--- config.mk ---
export PLATFORM = sky130hd
export DESIGN_NAME = march_seq_ctrl
export DESIGN_NICKNAME = d
export VERILOG_FILES = /design/src/rtl/march_seq_ctrl.sv
export SDC_FILE = /design/constraint.sdc
export NUM_CORES = 1
export LEC_CHECK = 0
export CAP_MARGIN = 10
export CORE_ASPECT_RATIO = 1.2
export CORE_MARGIN = 5
export CORE_UTILIZATION = 39
export CTS_BUF_LIST = sky130_fd_sc_hd__clkbuf_4 sky130_fd_sc_hd__clkbuf_8
export CTS_CLUSTER_SIZE = 12
export DETAILED_ROUTE_END_ITERATION = 10
export MAX_ROUTING_LAYER = met4
export PLACE_DENSITY = 0.68
export SYNTH_ARGS = -nofsm -noshare
export SYNTH_HDL_FRONTEND = slang
export SYNTH_SLANG_ARGS = --single-unit
--- constraint.sdc ---
create_clock -name clk -period 2.45 [get_ports clk]
set_input_delay 0.3675 -clock clk [delete_from_list [all_inputs] [get_ports clk]]
set_output_delay 0.3675 -clock clk [all_outputs]
set_load 0.005 [all_outputs]
--- src/rtl/march_seq_ctrl.sv ---
// March C- memory test sequencer: six elements, 10N single-op cycles, registered memory strobes.
// Define MARCH_FAIL_LOG_EN to add first-miscompare capture ports (fail_addr, fail_elem, fail_data).
`ifndef DATA_WIDTH
`define DATA_WIDTH 8
`endif

module march_seq_ctrl #(
  parameter int unsigned dw = `DATA_WIDTH,
  parameter int unsigned aw = 4
) (
  input  logic          clk,
  input  logic          rst,
  input  logic          start,
  output logic [aw-1:0] mem_addr,
  output logic [dw-1:0] mem_wdata,
  output logic          mem_we,
  output logic          mem_re,
  input  logic [dw-1:0] mem_rdata,
  output logic          busy,
  output logic          done,
  output logic          fail
`ifdef MARCH_FAIL_LOG_EN
  ,
  output logic [aw-1:0] fail_addr,
  output logic [2:0]    fail_elem,
  output logic [dw-1:0] fail_data
`endif
);

  localparam int unsigned EW = 3;

  typedef enum logic [1:0] {
    S_IDLE,
    S_RUN,
    S_DRAIN,
    S_DONE
  } state_e;

  state_e          state_q, state_d;
  logic [EW-1:0]   elem_q, elem_d;
  logic [aw-1:0]   addr_q, addr_d;
  logic            op_q, op_d;
  logic            we_q, we_d;
  logic            re_q, re_d;
  logic [dw-1:0]   wdata_q, wdata_d;
  logic            busy_q, busy_d;
  logic            done_q, done_d;
  logic            fail_q, fail_d;
  logic            rd_vld_q, rd_vld_d;
  logic            rd_exp_q, rd_exp_d;

  logic            accept;
  logic            mismatch;
  logic            down;
  logic            last_op;
  logic            last_addr;
  logic            is_wr;

  // Counters (elem, addr, op) name the op on the bus; strobes are registered from their next values.
  always_comb begin
    state_d  = state_q;
    elem_d   = elem_q;
    addr_d   = addr_q;
    op_d     = op_q;
    fail_d   = fail_q;
    accept   = 1'b0;

    down      = (elem_q >= EW'(3));
    last_op   = (elem_q == EW'(0)) || (elem_q == EW'(5)) || op_q;
    last_addr = down ? (addr_q == '0) : (addr_q == '1);
    mismatch  = rd_vld_q && (mem_rdata != {dw{rd_exp_q}});

    case (state_q)
      S_IDLE, S_DONE: begin
        if (start) begin
          accept  = 1'b1;
          state_d = S_RUN;
          elem_d  = '0;
          addr_d  = '0;
          op_d    = 1'b0;
        end
      end
      S_RUN: begin
        if (!last_op) begin
          op_d = 1'b1;
        end else begin
          op_d = 1'b0;
          if (!last_addr) begin
            addr_d = down ? (addr_q - aw'(1)) : (addr_q + aw'(1));
          end else if (elem_q == EW'(5)) begin
            state_d = S_DRAIN;
            addr_d  = '0;
          end else begin
            elem_d = elem_q + EW'(1);
            // M3..M5 walk downward, so entering M3 starts at the top address
            addr_d = (elem_q >= EW'(2)) ? '1 : '0;
          end
        end
      end
      S_DRAIN: state_d = S_DONE;
      default: state_d = S_IDLE;
    endcase

    if (accept) begin
      fail_d = 1'b0;
    end else if (mismatch) begin
      fail_d = 1'b1;
    end

    // Writes are M0's only op and the second op of M1..M4; everything else reads
    is_wr   = (elem_d == EW'(0)) || op_d;
    we_d    = (state_d == S_RUN) && is_wr;
    re_d    = (state_d == S_RUN) && !is_wr;
    wdata_d = (we_d && ((elem_d == EW'(1)) || (elem_d == EW'(3)))) ? '1 : '0;
    busy_d  = (state_d == S_RUN) || (state_d == S_DRAIN);
    done_d  = (state_d == S_DONE);

    rd_vld_d = re_q;
    rd_exp_d = re_q && ((elem_q == EW'(2)) || (elem_q == EW'(4)));
  end

  always_ff @(posedge clk) begin
    if (rst) begin
      state_q  <= S_IDLE;
      elem_q   <= '0;
      addr_q   <= '0;
      op_q     <= 1'b0;
      we_q     <= 1'b0;
      re_q     <= 1'b0;
      wdata_q  <= '0;
      busy_q   <= 1'b0;
      done_q   <= 1'b0;
      fail_q   <= 1'b0;
      rd_vld_q <= 1'b0;
      rd_exp_q <= 1'b0;
    end else begin
      state_q  <= state_d;
      elem_q   <= elem_d;
      addr_q   <= addr_d;
      op_q     <= op_d;
      we_q     <= we_d;
      re_q     <= re_d;
      wdata_q  <= wdata_d;
      busy_q   <= busy_d;
      done_q   <= done_d;
      fail_q   <= fail_d;
      rd_vld_q <= rd_vld_d;
      rd_exp_q <= rd_exp_d;
    end
  end

  assign mem_addr  = addr_q;
  assign mem_wdata = wdata_q;
  assign mem_we    = we_q;
  assign mem_re    = re_q;
  assign busy      = busy_q;
  assign done      = done_q;
  assign fail      = fail_q;

`ifdef MARCH_FAIL_LOG_EN
  logic [aw-1:0] rd_addr_q;
  logic [EW-1:0] rd_elem_q;
  logic [aw-1:0] fail_addr_q, fail_addr_d;
  logic [EW-1:0] fail_elem_q, fail_elem_d;
  logic [dw-1:0] fail_data_q, fail_data_d;

  // Only the first miscompare of a run is logged; later ones leave the record untouched
  always_comb begin
    fail_addr_d = fail_addr_q;
    fail_elem_d = fail_elem_q;
    fail_data_d = fail_data_q;
    if (accept) begin
      fail_addr_d = '0;
      fail_elem_d = '0;
      fail_data_d = '0;
    end else if (mismatch && !fail_q) begin
      fail_addr_d = rd_addr_q;
      fail_elem_d = rd_elem_q;
      fail_data_d = mem_rdata;
    end
  end

  always_ff @(posedge clk) begin
    if (rst) begin
      rd_addr_q   <= '0;
      rd_elem_q   <= '0;
      fail_addr_q <= '0;
      fail_elem_q <= '0;
      fail_data_q <= '0;
    end else begin
      rd_addr_q   <= addr_q;
      rd_elem_q   <= elem_q;
      fail_addr_q <= fail_addr_d;
      fail_elem_q <= fail_elem_d;
      fail_data_q <= fail_data_d;
    end
  end

  assign fail_addr = fail_addr_q;
  assign fail_elem = fail_elem_q;
  assign fail_data = fail_data_q;
`endif

endmodule
==> results.txt <==
----------------------------------------------------
[Setup path]
  Type of the worst setup path ... register to register
  Library cell appearing most often on the critical path ... ha_1
  Crit path max fanout ... 2
  Capture point of the worst reg-to-reg path ... mem_addr[3]
  Series of cell instances along the critical path ... ha_1 > ha_1 > a211oi_4 > inv_1 > ha_1 > a21o_1 > a21oi_1 > xnor2_1 > o21ai_0 > a221o_2
  Critical Path End Type ... register
  Arrival time worst endpoint ... between 2 and 3 ns
  Cell class contributing the biggest share of worst-path delay ... compound AO/OA/AOI/OAI gates
  Buf/Inv on CP ... 1
  Max stage delay on crit path ... approximately 0.33 ns
  Data required time of the worst path ... between 2 and 3 ns
  Startpoint Class ... register
  Reg2reg setup slack ... around 0.13 ns
  Cell type of the slowest stage on the worst timing path ... dfxtp_1
  Logic depth of the worst register-to-register path ... 10
  Worst R2R Start ... elem_q[0]

[Placement]
  Final estimated routing congestion in global placement ... 0.9299
  Quantity of I/O buffers inserted on ports ... 27
  Total half-perimeter wirelength after legalization and detailed placement ... 1987 um
  Pre-CTS WS ... between 0.1 and 0.15 ns

[Die]
  Die span in y ... between 60 and 70 um
  Die outline width ... about 60 um
  Core footprint ... ~2800 um^2
  Number of placed I/O pins ... 28
  Row cnt ... 21
  Starting density of the core ... 0.4123
  Die Area ... 4199 um^2

[Clock network]
  Count of hold buffers inserted by post-cts repair ... 0
  Clock transition at the registers of the reported paths ... 0.10 ns
  Buffer depth of the longest clock path ... 2
  H-Tree Level Count ... 1
  Insertion delay of the later-clocked pin in the worst-skew pair ... ~0.3 ns
  Number of buffers added for setup after CTS ... 0
  Clock buffers created by TritonCTS ... 3
  Resize count post-CTS ... 0
  Number of clock sinks seen by CTS ... 18
  CTS Root Buffer Type ... clkbuf_4
  Clock tree from TritonCTS ... built

[Worst hold path]
  Min-Delay Path Class ... register to register
  Worst hold path startpoint ... mem_re
  Hold-critical path endpoint ... rd_vld_q
  Number of cells on the worst hold path ... 1

[Yosys]
  Post-synth top area cell ... dfxtp_1
  Multiplexer area fraction after synthesis ... 0.04706
  Number of distinct library cell variants in the gate-level netlist after synthesis ... 40
  Top area cells in the synthesized netlist ... dfxtp_1, ha_1, buf_4
  Fraction of synthesized cell area taken by the top area cell type ... 0.3080
  Sequential-to-total area share from yosys stat ... 0.3080
  Synthesized instance count ... around 130
  YS warnings ... 0
  Main combinational cell family by area after synthesis ... simple AND/OR/NAND/NOR gates
  Area of the mapped netlist ... around 1200 um^2
  Simple-Gate Fraction of Synth Area ... 0.2193
  Number of nets produced by synthesis ... 150
  Post-synth EDFFs ... 0
  Share of the synthesized area in compound gates (AO/OA/AOI/OAI) ... 0.1914
  Ys async rst share ... 0
  Avg Cell Area, Syn ... ~9.2 um^2
  Adder-cell area share of the yosys netlist ... 0.1348
  Post-synthesis share of cell area spent on xor and xnor gates ... 0.01497
  Count of state elements after synthesis ... 18
  Main synth FF type ... dfxtp_1

[STA]
  Slew at the pin closest to its max-slew limit ... between 0.5 and 0.6 ns
  Setup TNS ... 0 ns
  Setup ws final ... ~0.13 ns
  Hold violation count in the final report ... 0
  Shortest clock period the worst path allows after layout ... about 2.3 ns
  Period utilization ... 0.9452
  Setup-violating endpoint count in the final report ... 0
  Worst-case headroom to the max-slew limit ... 0.6045
  Setup repair after global routing missed its margin ... no
  Maximum operating frequency ... around 430 MHz
  Worst hold slack after final layout ... between 0.4 and 0.5 ns
  Final slew viol count ... 0
  Final worst clock skew ... 0.0008522 ns

[Global routing]
  Number of global-route vias before repair ... between 900 and 1,000
  Global-route usage over all layers ... 0.1289
  Sum of overflow across all layers after global routing ... 0
  Number of antenna violations at the first check in global routing ... 0
  Pin count of the biggest net entering global routing ... 13
  Global-route wire length before repair ... around 4000 um

[Cells and area]
  Ant diodes ... 0
  Top library cells by usage in the layout, fill and taps aside ... clkdlybuf4s50_1, dfxtp_1, ha_1
  Net count of the finished layout ... 177
  Max FFs per register ... 4
  Utilization after layout ... 0.5256
  Most common library cell in the layout ignoring fill and taps ... clkdlybuf4s50_1
  Area Growth Syn to Fin ... 27.49%
  Fraction of final layout cells sized beyond drive strength 1 ... 0.1111

[Detailed routing]
  Detailed Route WL ... between 2000 and 2500 um
  Remaining antenna violation count after routing ... 0
  Vias per std cell ... roughly 5.3
  Count of routing violations after the opening detailed-route iteration ... 32
  Number of DRC violations after detailed routing ... 0
  Via Count ... between 900 and 1,000
  Pre-antenna DRT Iters ... 4
  Routed wire length per instance ... 13.29 um

[Job]
  Maximum Capacitance Violations ... 0

[Power]
  Leakage power summed over all cells ... 0.6239 nW
  IR drop worst, VDD ... ~280 uV
  PwrDens ... 390.7 nW/um^2

[Status]
  Status ... completed

----------------------------------------------------
==> stage by stage <==
stage                     instances  instance area [um^2]  total power, mW
after CTS                       187                  1491           0.5892
after global routing            187                  1491           0.6102
after detailed placement        183                  1455           0.4045
after floorplan                 127                  1170           0.3623
after global placement          183                  1455           0.4026
final                           187                  1491           0.5827
==> area by class of cell <==
type | instances | area [um^2]
Multi-Input combinational cell | 90 | 710.7
Timing Repair Buffer | 32 | 307.8
Inverter | 9 | 33.78
Fill cell | 264 | 1346
Sequential cell | 18 | 360.3
Tap cell | 34 | 42.54
Clock buffer | 4 | 36.28
==> layer usage <==
| layer | share of wire | vias to the layer above | track usage |
|---|---|---|---|
| li1 | - | 502 | - |
| met1 | 0.41 | 443 | 0.1454 |
| met2 | 0.48 | 37 | 0.2115 |
| met3 | 0.077 | 9 | 0.02026 |
| met4 | 0.029 | 0 | 0.06897 |
| met5 | 0 | - | - |
==> Yosys cell counts, types with 3 or more instances <==
master    count
nor3_1        4
o21ai_0       5
ha_1         11
inv_1         9
dfxtp_1      18
nor2b_1       7
nand2_1       5
nand2b_1      4
a211oi_1      3
a21oi_1       3
nor2_1        9
mux2i_1       4
a31oi_1       3
a22o_1        3
buf_4         7
==> how the worst max path moves through the flow <==
stage / start / endpoint / slack (ns) / cells past startpoint
global placement: start / mem_wdata[6] / 0.22 / 6
CTS: elem_q[0] / mem_addr[3] / 0.13 / 10
floorplan: elem_q[0] / mem_addr[3] / 0.04 / 10
global route: state_q[0] / mem_wdata[6] / 0.02 / 7
finish: elem_q[0] / mem_addr[3] / 0.13 / 10
detailed placement: elem_q[0] / mem_addr[3] / 0.14 / 10
==> worst reg2reg max path: stages (launching register included) <==
cell and delay (ns):
dfxtp_1 0.33, ha_1 0.20, ha_1 0.21, a211oi_4 0.17, inv_1 0.09, ha_1 0.27
a21o_1 0.17, a21oi_1 0.20, xnor2_1 0.16, o21ai_0 0.10, a221o_2 0.33
==> where the power goes <==
group	switching (mW)	internal, mW
clock	0.0942	0.0907
combinational	0.0451	0.0470
sequential	0.00558	0.300
==> logic make-up after synthesis <==
kind of cell / count (synthesis)
simple gates: 42
compound gates: 29
buf+inv: 19
flops: 18
fa+ha+maj: 12
mux: 5
xor+xnor: 2
(Power assumes the default switching activity.)
